--- config.mk ---
export PLATFORM = sky130hd
export DESIGN_NAME = div_reconstruct_flat
export DESIGN_NICKNAME = d
export VERILOG_FILES = /design/src/rtl/div_pkg.sv /design/src/rtl/div_reconstruct_if.sv /design/src/rtl/div_recon_step.sv /design/src/rtl/div_reconstruct.sv /design/src/flat_wrapper.sv
export SDC_FILE = /design/constraint.sdc
export NUM_CORES = 1
export LEC_CHECK = 0
export BUFFER_PORTS_ARGS = -buffer_cell sky130_fd_sc_hd__buf_2
export CORE_ASPECT_RATIO = 1.25
export CORE_UTILIZATION = 50
export CTS_CLUSTER_DIAMETER = 100
export DETAILED_ROUTE_END_ITERATION = 16
export PLACE_DENSITY = 0.7
export SLEW_MARGIN = 5
export SYNTH_ARGS = -nofsm -noshare
export SYNTH_HDL_FRONTEND = slang
export SYNTH_HIERARCHICAL = 1
export SYNTH_SLANG_ARGS = --single-unit
--- constraint.sdc ---
create_clock -name clk -period 6.4 [get_ports clk]
set_input_delay 1.28 -clock clk [delete_from_list [all_inputs] [get_ports clk]]
set_output_delay 1.28 -clock clk [all_outputs]
set_load 0.01 [all_outputs]
--- src/rtl/div_pkg.sv ---
// Shared widths and state encoding for the dividend reconstructor.
package div_pkg;
   localparam int DW    = 16;
   localparam int QW    = 8;
   localparam int CNT_W = $clog2(QW);

   typedef enum logic [1:0] {
      IDLE = 2'd0,
      RUN  = 2'd1,
      DONE = 2'd2
   } state_t;
endpackage

--- src/rtl/div_reconstruct_if.sv ---
// Operand/result handshake bundle for div_reconstruct.
// DIV_RECON_CHECK_EN adds the expected-dividend input and the two check flags.
interface div_reconstruct_if;
   import div_pkg::*;

   logic          in_valid;
   logic          in_ready;
   logic [QW-1:0] q;
   logic [QW-1:0] y;
   logic [QW-1:0] r;
   logic          out_valid;
   logic          out_ready;
   logic [DW-1:0] x;
`ifdef DIV_RECON_CHECK_EN
   logic [DW-1:0] x_exp;
   logic          mismatch;
   logic          rem_err;

   modport master (output in_valid, q, y, r, out_ready, x_exp,
                   input  in_ready, out_valid, x, mismatch, rem_err);
   modport slave  (input  in_valid, q, y, r, out_ready, x_exp,
                   output in_ready, out_valid, x, mismatch, rem_err);
`else
   modport master (output in_valid, q, y, r, out_ready,
                   input  in_ready, out_valid, x);
   modport slave  (input  in_valid, q, y, r, out_ready,
                   output in_ready, out_valid, x);
`endif
endinterface

--- src/rtl/div_recon_step.sv ---
// One shift-add multiply step; kept combinational so it can be chained for an unrolled build.
module div_recon_step
   import div_pkg::*;
(
   input  logic [DW-1:0] acc,
   input  logic [DW-1:0] mcand,
   input  logic [QW-1:0] mplier,
   output logic [DW-1:0] acc_nxt,
   output logic [DW-1:0] mcand_nxt,
   output logic [QW-1:0] mplier_nxt
);
   // Add the shifted multiplicand when the current multiplier bit is set.
   always_comb begin
      acc_nxt    = mplier[0] ? acc + mcand : acc;
      mcand_nxt  = mcand << 1;
      mplier_nxt = mplier >> 1;
   end
endmodule

--- src/rtl/div_reconstruct.sv ---
// Rebuilds a dividend x = q*y + r from exact-divider outputs using QW shift-add steps.
// Optional DIV_RECON_CHECK_EN: compares x against a supplied x_exp and flags r >= y.
//
// state | meaning
// IDLE  | ready for operands, last result stays on x
// RUN   | QW shift-add iterations, cnt counts them
// DONE  | out_valid high, x held until out_ready
module div_reconstruct
   import div_pkg::*;
(
   input  logic               clk,
   input  logic               rst_n,
   div_reconstruct_if.slave   bus
);
   state_t           state;
   logic [DW-1:0]    acc;
   logic [DW-1:0]    mcand;
   logic [QW-1:0]    mplier;
   logic [CNT_W-1:0] cnt;
   logic             in_ready_q;
   logic             out_valid_q;
   logic [DW-1:0]    x_q;
   logic [DW-1:0]    acc_nxt;
   logic [DW-1:0]    mcand_nxt;
   logic [QW-1:0]    mplier_nxt;
`ifdef DIV_RECON_CHECK_EN
   logic [DW-1:0]    x_exp_q;
   logic             rem_pend;
   logic             mismatch_q;
   logic             rem_err_q;

   assign bus.mismatch = mismatch_q;
   assign bus.rem_err  = rem_err_q;
`endif

   assign bus.in_ready  = in_ready_q;
   assign bus.out_valid = out_valid_q;
   assign bus.x         = x_q;

   div_recon_step u_step (
      .acc        (acc),
      .mcand      (mcand),
      .mplier     (mplier),
      .acc_nxt    (acc_nxt),
      .mcand_nxt  (mcand_nxt),
      .mplier_nxt (mplier_nxt)
   );

   // Control FSM and datapath registers; handshake outputs are registered.
   always_ff @(posedge clk or negedge rst_n) begin
      if (!rst_n) begin
         state       <= IDLE;
         acc         <= '0;
         mcand       <= '0;
         mplier      <= '0;
         cnt         <= '0;
         in_ready_q  <= 1'b1;
         out_valid_q <= 1'b0;
         x_q         <= '0;
`ifdef DIV_RECON_CHECK_EN
         x_exp_q     <= '0;
         rem_pend    <= 1'b0;
         mismatch_q  <= 1'b0;
         rem_err_q   <= 1'b0;
`endif
      end else begin
         case (state)
            IDLE: begin
               if (bus.in_valid && in_ready_q) begin
                  acc        <= DW'(bus.r);
                  mcand      <= DW'(bus.y);
                  mplier     <= bus.q;
                  cnt        <= '0;
                  in_ready_q <= 1'b0;
                  state      <= RUN;
`ifdef DIV_RECON_CHECK_EN
                  x_exp_q    <= bus.x_exp;
                  rem_pend   <= (bus.r >= bus.y);
`endif
               end
            end
            RUN: begin
               acc    <= acc_nxt;
               mcand  <= mcand_nxt;
               mplier <= mplier_nxt;
               cnt    <= cnt + CNT_W'(1);
               if (cnt == CNT_W'(QW - 1)) begin
                  state       <= DONE;
                  out_valid_q <= 1'b1;
                  x_q         <= acc_nxt;
`ifdef DIV_RECON_CHECK_EN
                  mismatch_q  <= (acc_nxt != x_exp_q);
                  rem_err_q   <= rem_pend;
`endif
               end
            end
            DONE: begin
               if (bus.out_ready) begin
                  out_valid_q <= 1'b0;
                  in_ready_q  <= 1'b1;
                  state       <= IDLE;
`ifdef DIV_RECON_CHECK_EN
                  mismatch_q  <= 1'b0;
                  rem_err_q   <= 1'b0;
`endif
               end
            end
            default: begin
               state       <= IDLE;
               in_ready_q  <= 1'b1;
               out_valid_q <= 1'b0;
            end
         endcase
      end
   end
endmodule
--- src/flat_wrapper.sv ---
// flat-port wrapper written by rule: the top's interface ports become plain ports
module div_reconstruct_flat import div_pkg::*;
  (clk, rst_n, bus_in_valid, bus_q, bus_y, bus_r, bus_out_ready, bus_in_ready, bus_out_valid, bus_x);
  div_reconstruct_if bus_i ();
  input  logic clk;
  input  logic rst_n;
  input wire logic [$bits(bus_i.in_valid)-1:0] bus_in_valid;
  input wire logic [$bits(bus_i.q)-1:0] bus_q;
  input wire logic [$bits(bus_i.y)-1:0] bus_y;
  input wire logic [$bits(bus_i.r)-1:0] bus_r;
  input wire logic [$bits(bus_i.out_ready)-1:0] bus_out_ready;
  output wire logic [$bits(bus_i.in_ready)-1:0] bus_in_ready;
  output wire logic [$bits(bus_i.out_valid)-1:0] bus_out_valid;
  output wire logic [$bits(bus_i.x)-1:0] bus_x;
  assign bus_i.in_valid = bus_in_valid;
  assign bus_i.q = bus_q;
  assign bus_i.y = bus_y;
  assign bus_i.r = bus_r;
  assign bus_i.out_ready = bus_out_ready;
  assign bus_in_ready = bus_i.in_ready;
  assign bus_out_valid = bus_i.out_valid;
  assign bus_x = bus_i.x;
  div_reconstruct u_core (.clk(clk), .rst_n(rst_n), .bus(bus_i));
endmodule
* Word-level counts from Yosys, hierarchy flattened
Index checks and enable logic that the tools add are counted.
** Cells by class
- $add $sub $neg :: 2
- Equality and inequality tests :: 6
- Mux-type cells :: 19
- Bitwise operators :: 2
- Reduce and logical (&&, ||, !) cells :: 8
** Operators with widths (count)
- one-hot mux 16 bit (2 select lines) :: 2
- 2-to-1 mux 16 bit :: 3
- adder 16 bit :: 1
- one-hot mux 8 bit (2 select lines) :: 1
- AND reduction 3 bit :: 3
- 2-to-1 mux 8 bit :: 1
- 2-to-1 mux 2 bit :: 3
- one-hot mux 1 bit (3 select lines) :: 2
- one-hot mux 2 bit (3 select lines) :: 1
- one-hot mux 3 bit (2 select lines) :: 1
- 2-to-1 mux 1 bit :: 4
- != test 2 x 1 -> 1 bit (second input constant) :: 2
- AND reduction 2 bit :: 2
- adder 3 x 1 -> 3 bit (second input constant) :: 1
- == test 3 bit (second input constant) :: 1
- 2-to-1 mux 3 bit :: 1
- == test 2 x 1 -> 1 bit (second input constant) :: 1
- == test 2 bit (second input constant) :: 1
- zero test 2 bit :: 1
- != test 2 bit (second input constant) :: 1
- NOT 1 bit :: 2
- nonzero test 2 bit :: 1
- logical AND 1 bit :: 1
** Word-level totals
- Register bits :: 63
- Input port bits :: 28
- Output and inout port bits :: 18
- Word-level logic and storage cells :: 45

* Depth between registers and ports, before layout
Gate-level depths: netlist of run 1.
- Depth in word-level cells :: 3
- Gate-level depth with buffers :: 9

* Modules after synthesis
Netlist of run 1, hierarchy kept.
** Modules (own cells, without submodules)
- div_reconstruct :: instances 1, cells an instance 203, area each 2667.6 sq um, sequential area each 1577.8 sq um
- div_recon_step :: instances 1, cells an instance 140, area each 1146.1 sq um, sequential area each 0.0 sq um

* Worst setup path before layout of run 1
Ideal clock, no wire load.
- Path type :: flip-flop to flip-flop
- Start :: reg u_core.acc[0]
- End :: reg u_core.x_q[14] (netlist: u_core/bus.x[14])
- Setup time :: 0.125 ns
- Data arrival time :: 2.428 ns
- Required time :: 6.275 ns
- Path slack :: 3.847 ns
- Cell stages (with the launch flop) :: 10
- Path through :: dfrtp_1 -> ha_1 -> fa_1 -> a21o_2 -> a221oi_4 -> nor4_2 -> a211oi_2 -> xnor2_1 -> mux2_2 -> mux2_4
** Between the ends
- Cells in the longest elaborated chain, start to end :: 2
** Ends and longest elaborated chain
- start, declared :: RTL line div_reconstruct.sv:16 : logic [DW-1:0] acc;
- start signal, assigned :: RTL line div_reconstruct.sv:70 : acc <= DW'(bus.r);
- start signal, assigned :: RTL line div_reconstruct.sv:83 : acc <= acc_nxt;
- adder 16 bit :: RTL line div_recon_step.sv:14 : acc_nxt = mplier[0] ? acc + mcand : acc;
- 2-to-1 mux 16 bit :: RTL line div_recon_step.sv:14
- net u_core.acc_nxt[14] :: RTL line div_reconstruct.sv:23 : logic [DW-1:0] acc_nxt;
- end signal, assigned :: RTL line div_reconstruct.sv:90 : x_q <= acc_nxt;
- end, declared :: RTL line div_reconstruct.sv:22 : logic [DW-1:0] x_q;
The timed path passes the listed nets, and every way through them passes these cells.
A chain may end at the register's enable or synchronous reset.

* Worst setup path in the final report of run 1
- Start :: in bus_in_valid
- End :: reg u_core.acc[12]
** Between the ends
- Cells in the longest elaborated chain, start to end :: 3
** Ends and longest elaborated chain
- start, declared :: RTL line flat_wrapper.sv:7 : input wire logic [$bits(bus_i.in_valid)-1:0] bus_in_valid;
- logical AND 1 bit :: RTL line div_reconstruct.sv:69 : if (bus.in_valid && in_ready_q) begin
- != test 2 x 1 -> 1 bit (no source line)
- AND reduction 2 bit (no source line)
Every way passes these cells.

==> results.md, run 1 <==
- Top-count cell post-synth: dfrtp_1
- Syn Std Cell Area: about 3800 um^2
- Fin crit share: approximately 46%
- Site row count: 35
- RSZ-0062 raised after global routing: false
- WL/cell: 16.3 um
- CP arrival: 3240 ps
- Routed Antenna Nets: 0
- Pin count of the biggest net entering global routing: between 60 and 70
- Skew final: 11.3 ps
- Fin crit period: 2960 ps
- R2R Setup Slk: 3640 ps
- Initial antenna violation count: 0
- Initial DRC Count: 90
- Number of global-route vias before repair: 2680
- Fmax: 338 MHz
- Die H: 99.6 um
- Core Area: 7360 um^2
- Slew headroom: 23.2%
- CTS Buffer Depth: 2
- EDFF count, synth: 0
- Power density over the cells: 555 nW/um^2
- CP max stage cell: or2_1
- Sequential element share of the synthesized area: slightly above 40%
- Total GRT Usage: a little over a fifth
- Remaining DRCs: 0
- First-pass GRT wire length: between 10000 and 15000 um
- Synth Register Bits: 63
- Yosys Warn Count: 6
- Clock-pin slew on the worst setup and hold paths: 80 ps
- Clock root buffer: clkbuf_8
- CTS Sinks: 63
- Maxcap violations: 0
- Slew at the pin with the worst max-slew slack: 1150 ps
- Top Family by Delay on Critical Path: compound AO/OA/AOI/OAI gates
- RePlAce Congestion: 0.859
- Hold_buf cts: 0
- Crit start category: input pin
- Worst path depth: 5
- Async SR Flop Fraction: 100%
- CP required: ~6700 ps
- GR Util met3: 5.96%
- Commonest register cell after synthesis: dfrtp_1
- Leading area contributor after synthesis: dfrtp_1
- CP Cell Sequence: buf_2 > a21oi_2 > or2_1 > buf_4 > a22o_1
- Ant diodes: 0
- CTS tree: yes
- Clk Latency, worst-skew pair: 350 ps
- GRT overflow: 0
- Via density: 5.68
- # port buffers: 45
- Post-cts sizing count: 0
- Share of cells above drive strength 1: 29.8%
- Reg2Reg Depth: 9
- R2R Path Start: u_core/acc[0]
- DP HPWL: 5050 um
- Crit-path max FO: 24
- NumNets Final: approximately 410
- Max IR drop VDD: 0.307 mV
- Io pins: between 40 and 50
- Synth Area per Inst: 11.1 um^2
- CP max stage delay: 670 ps
- Critical path class: input pin to flop
- Met2 usage: 34.3%
- TritonCTS Buffers: 9
- Synth-to-layout area growth: 5.97%
- Status: finished, final reports clean
- Worst r2r dst: u_core/bus.x[14]
- Die Wd: around 80 um
- Met1 GRT Util: 26.5%
- Dominant cells by area after synthesis: dfrtp_1, mux2_2, ha_1
- Hold WC Path Type: flop to flop
- Fin Setup TNS: 0 ps
- Initial DRT Pass Iterations: 4
- Top cells by count, synth: dfrtp_1, o21ai_0, buf_4
- Die ar.: between 7000 and 8000 um^2
- CP Capture Point: u_core/acc[12]
- Final Max Tran Viols: 0
- WL final: 7470 um
- Final setup viols: 0
- Synth top area share: between 40% and 50%
- H-tree depth: 3
- Final hold vios: 0
- Vias: 2602
- Power Total: 0.00224 W
- Leakage power: 1.96 nW
- Final core utilization: between 50 and 60%
- Initial core utilization: about half
- CP bufs+invs: 2
- Gr busiest metal: met2
- Synth Instances: 343
- Post-CTS setup buffers: 0
- Worst setup EP type: flop
- Worst Setup SP: bus_in_valid
- Synth cell types: 59
==> per-stage QoR <==
| stage | hold slack, ps | setup slack, ps | std cells | cell area [um^2] |
|---|---|---|---|---|
| 2_1_floorplan | 473 | 3850 | 344 | 3820 |
| 3_3_place_gp | 484 | 3130 | 442 | 3860 |
| 3_5_place_dp | 487 | 3060 | 442 | 3860 |
| 4_1_cts | 505 | 3440 | 458 | 4040 |
| 5_1_grt | 521 | 3270 | 458 | 4040 |
| 6_report | 502 | 3440 | 458 | 4040 |
==> sequential cells by signal (all words and copies together) (netlist names) <==
name                  flops
u_core/acc               16
u_core/bus.x             16
u_core/mcand             16
u_core/mplier             8
u_core/cnt                3
u_core/state              2
u_core/bus.in_ready       1
u_core/bus.out_valid      1
==> tightest hold or removal path: cells and delay by family, from the launching register on <==
kind / cells / cell delay, ps
and+or+nand+nor: 1 / 50
DFF: 1 / 360
AOI/OAI and AO/OA: 1 / 60
==> metal layers <==
metal | part of all wire, % | vias to the layer above
li1 | - | 1285
met2 | 50 | 58
met1 | 44 | 1245
met3 | 4.1 | 14
met4 | 2.3 | 0
met5 | 0 | -
==> worst min path at each step <==
stage	startpoint	to	slack, ps	depth (start not counted)
after floorplan	u_core/mplier[2]	u_core/mplier[2]	470	2
after global placement	u_core/bus.x[5]	u_core/bus.x[5]	480	1
after detailed placement	u_core/bus.out_valid	u_core/bus.out_valid	490	2
after CTS	u_core/bus.out_valid	u_core/bus.out_valid	510	2
after global routing	u_core/bus.x[5]	u_core/bus.x[5]	520	1
final	u_core/bus.out_valid	u_core/bus.out_valid	500	2
==> area by class of cell <==
type	instances	area, um^2
multi-input combinational	231	1890
clock inverter	6	43.8
sequential	63	1580
clock buffer	10	138
inverter	9	33.8
fill	665	3320
tap	92	115
timing repair buffer	47	240
==> layout by cell type (no fill, tap or decap), types with 2 or more instances in the layout <==
cell type	count
a21o_1	3
a21o_2	2
a21oi_1	21
a221o_1	2
a22o_1	18
a31oi_1	3
and3_1	2
and3_2	3
buf_2	45
buf_4	2
clkbuf_8	10
clkinv_2	2
conb_1	2
dfrtp_1	62
ha_1	17
inv_1	9
inv_6	2
mux2_2	19
mux2_4	10
mux2i_1	19
nand2_1	11
nand2b_1	2
nand3_1	2
nor2_1	7
o21ai_0	30
o21ai_1	12
o22ai_1	6
xnor2_1	10
xor2_1	3
==> logic make-up after synthesis <==
| group | count (synthesis) | synth area share (%) |
|---|---|---|
| AOI/OAI and AO/OA | 112 | 19.9 |
| DFF | 63 | 41.4 |
| buffers and inverters | 50 | 9.09 |
| muxes | 48 | 14.5 |
| and+or+nand+nor | 38 | 5.91 |
| adders and majority gates | 18 | 6.10 |
| xor gates and xnor gates | 13 | 2.99 |
| other | 1 | 0.0983 |
==> where the power goes <==
| part | switching (W) | leakage [nW] | internal (W) | total, W |
|---|---|---|---|---|
| Clock | 0.000165 | 0.0930 | 0.000153 | 0.000318 |
| Combinational | 0.000628 | 1.08 | 0.000572 | 0.00120 |
| Sequential | 0.000154 | 0.792 | 0.000572 | 0.000726 |
| Total | 0.000947 | 1.96 | 0.00130 | 0.00224 |
Power figures use the tool's default switching activity.
==> run 2: changes to the inputs <==
--- a/config.mk
+++ b/config.mk
@@ -10,7 +10,7 @@
 export CORE_UTILIZATION = 50
 export CTS_CLUSTER_DIAMETER = 100
 export DETAILED_ROUTE_END_ITERATION = 16
-export PLACE_DENSITY = 0.7
+export PLACE_DENSITY = 0.73
 export SLEW_MARGIN = 5
 export SYNTH_ARGS = -nofsm -noshare
 export SYNTH_HDL_FRONTEND = slang
==> constraint.sdc (replaced) <==
create_clock -name clk -period 2.6 [get_ports clk]
set_input_delay 0.52 -clock clk [delete_from_list [all_inputs] [get_ports clk]]
set_output_delay 0.52 -clock clk [all_outputs]
set_load 0.01 [all_outputs]
==> run 2 against run 1 <==
Against the previous run:
- sequential power is 140% higher
- non-clock buffer count is 10 higher
- global-route usage is 0.20 points higher
- largest cell class unchanged
==> results.md, run 2 (synthesized netlist as in run 1, its figures left out) <==
- RSZ-0062 raised after global routing: true (was false)
- Most frequent cells in the layout: dfrtp_1, buf_2, o21ai_0 (unchanged)
- Remaining DRCs: 0 (unchanged)
- Die H: 99.6 um (unchanged)
- Final worst slack: 58.5 ps (was 3440 ps)
- CP arrival: 2760 ps (was 3240 ps)
- Site row count: 35 (unchanged)
- Most used cell, CP: mux2_4
- RePlAce Congestion: 0.877 (was 0.859)
- Placed cell area: 3940 um^2 (was 3860 um^2)
- Clock power share: 15.5% (was 14.2%)
- CP Cell Sequence: ha_2 > fa_2 > a21o_2 > a221oi_4 > o31ai_2 > a31oi_1 > xnor2_1 > mux2_4 > mux2_4 (was buf_2 > a21oi_2 > or2_1 > buf_4 > a22o_1)
- TritonCTS Buffers: 9 (unchanged)
- Final hold vios: 0 (unchanged)
- Io pins: 46 (unchanged)
- Routed Antenna Nets: 0 (unchanged)
- Number of global-route vias before repair: 2829 (was 2680)
- CP max stage delay: 380 ps (was 670 ps)
- CP required: 2820 ps (was 6680 ps)
- Dpl ws: -48.8 ps (was 3060 ps)
- Core Area: 7360 um^2 (unchanged)
- Final setup viols: 0 (unchanged)
- Final Max Tran Viols: 0 (unchanged)
- Flop pwr share: 30.0% (was 32.3%)
- Leakage power: 2.02 nW (was 1.96 nW)
- Critical path class: flop to flop (was input pin to flop)
- First-pass GRT wire length: 13000 um (was 12700 um)
- CTS Buffer Depth: 2 (unchanged)
- Initial core utilization: 51.8% (unchanged)
- Slew headroom: 46.5% (was 23.2%)
- Fmax: 393 MHz
- Initial DRC Count: 156 (was 90)
- Post-route cell area: 4170 um^2 (was 4040 um^2)
- Commonest non-fill, non-tap cell in the layout: dfrtp_1 (unchanged)
- WL final: 7810 um (was 7470 um)
- Clock root buffer: clkbuf_8 (unchanged)
- H-tree depth: 3 (unchanged)
- Skew final: 7.42 ps (was 11.3 ps)
- WL/cell: 16.7 um (was 16.3 um)
- Slew at the pin with the worst max-slew slack: 803 ps (was 1150 ps)
- Logic gate share of total power: 54.5% (was 53.5%)
- Die Wd: 80.1 um (unchanged)
- Fin crit period: 2540 ps
- Power density over the cells: 1400 nW/um^2 (was 555 nW/um^2)
- DP HPWL: 5380 um (was 5050 um)
- Crit start category: flop (was input pin)
- Total GRT Usage: 21.3% (was 21.1%)
- Vias: 2720 (was 2602)
- Pin count of the biggest net entering global routing: 39 (was 64)
- Crit-path max FO: 4 (was 24)
- Status: finished, final reports clean (unchanged)
- Initial DRT Pass Iterations: 4 (unchanged)
- Fin crit share: 97.8%
- Initial antenna violation count: 0 (unchanged)
- CTS tree: yes (unchanged)
- Share of cells above drive strength 1: 31.9% (was 29.8%)
- Max IR drop VDD: 0.975 mV (was 0.307 mV)
- # fillers: 651 (was 665)
- Die ar.: 7980 um^2 (unchanged)
- Clk Latency, worst-skew pair: 340 ps (was 350 ps)
- Synth-to-layout area growth: 9.25% (was 5.97%)
- Power Total: 0.00585 W (was 0.00224 W)
- NetSw: 0.00237 W (was 0.000947 W)
- Via density: 5.81 (was 5.68)
- CP max stage cell: dfrtp_1 (was or2_1)
- Final core utilization: 56.6% (was 54.9%)
- Worst setup EP type: flop (unchanged)
- Ant diodes: 0 (unchanged)
- Hold WC Path Type: input pin to async pin (was flop to flop)
- # port buffers: 45 (unchanged)
- Sw Share: 40.5% (was 42.2%)
- Maxcap violations: 0 (unchanged)
- CTS Sinks: 63 (unchanged)
- Clock-pin slew on the worst setup and hold paths: 70 ps (was 80 ps)
- Pint: 0.00348 W (was 0.00130 W)
- NumNets Final: 417 (was 407)
- Worst hold-check slack: 213 ps (was 502 ps)
- Hold_buf cts: 0 (unchanged)
- GRT overflow: 0 (unchanged)
[run 2: what timing repair did]
action,4_1_cts,5_1_grt
endpoints found under the setup margin,3,5
pin swaps,4,1
resized for setup,2,2
setup buffers,0,1
[run 2: worst paths after layout]
path	from	endpoint	slack, ps	cells past startpoint
setup / recovery	u_core/acc[0]	u_core/bus.x[10]	60	9
hold / removal	rst_n	u_core/mcand[10]	210	1
setup reg to reg	u_core/acc[0]	u_core/bus.x[10]	60	9
hold reg to reg	u_core/bus.x[5]	u_core/bus.x[5]	500	1
max in group asynchronous	rst_n	u_core/bus.in_ready	1710	2
min in group clk	bus_out_ready	u_core/state[1]	380	2
[run 2: stage by stage]
stage | cells | TNS (ps)
after global placement | 451 | -26.6
after detailed placement | 451 | -141
after floorplan | 344 | 0
final | 468 | 0
after CTS | 467 | 0
after global routing | 468 | -11.4
[run 2: layer usage]
metal / wire length, um / part of all wire, % / GRT usage (%) / vias up
met5: 0 / 0 / 0 / -
met4: 265 / 3.4 / 10.7 / 0
met3: 278 / 3.6 / 4.13 / 20
met2: 3830 / 49 / 36.3 / 76
met1: 3440 / 44 / 25.5 / 1337
li1: - / - / - / 1287
[run 2: power groups by stage]
stage / combinational, W / clock, W / sequential, W
floorplan: 0.00269 / 0 / 0.00171
global placement: 0.00302 / 0 / 0.00176
detailed placement: 0.00312 / 0 / 0.00177
CTS: 0.00315 / 0.000923 / 0.00176
global route: 0.00351 / 0.000965 / 0.00182
finish: 0.00319 / 0.000909 / 0.00176
[run 2: cell type report]
cell class | count | area, um^2 | area share (%)
clock buffer | 12 | 135 | 3.24
clock inverter | 4 | 70.1 | 1.68
inverter | 9 | 33.8 | 0.811
multi-input combinational | 231 | 1910 | 45.8
sequential | 63 | 1580 | 37.9
tap | 92 | 115 | 2.76
timing repair buffer | 57 | 328 | 7.87
[run 2: critical path: cells and delay by family (launching register included)]
| kind | cells | cell delay, ps |
|---|---|---|
| AO/OA/AOI/OAI | 4 | 890 |
| adder cells (fa/ha/maj) | 2 | 550 |
| multiplexers | 2 | 520 |
| flip-flops | 1 | 380 |
| XOR/XNOR | 1 | 80 |
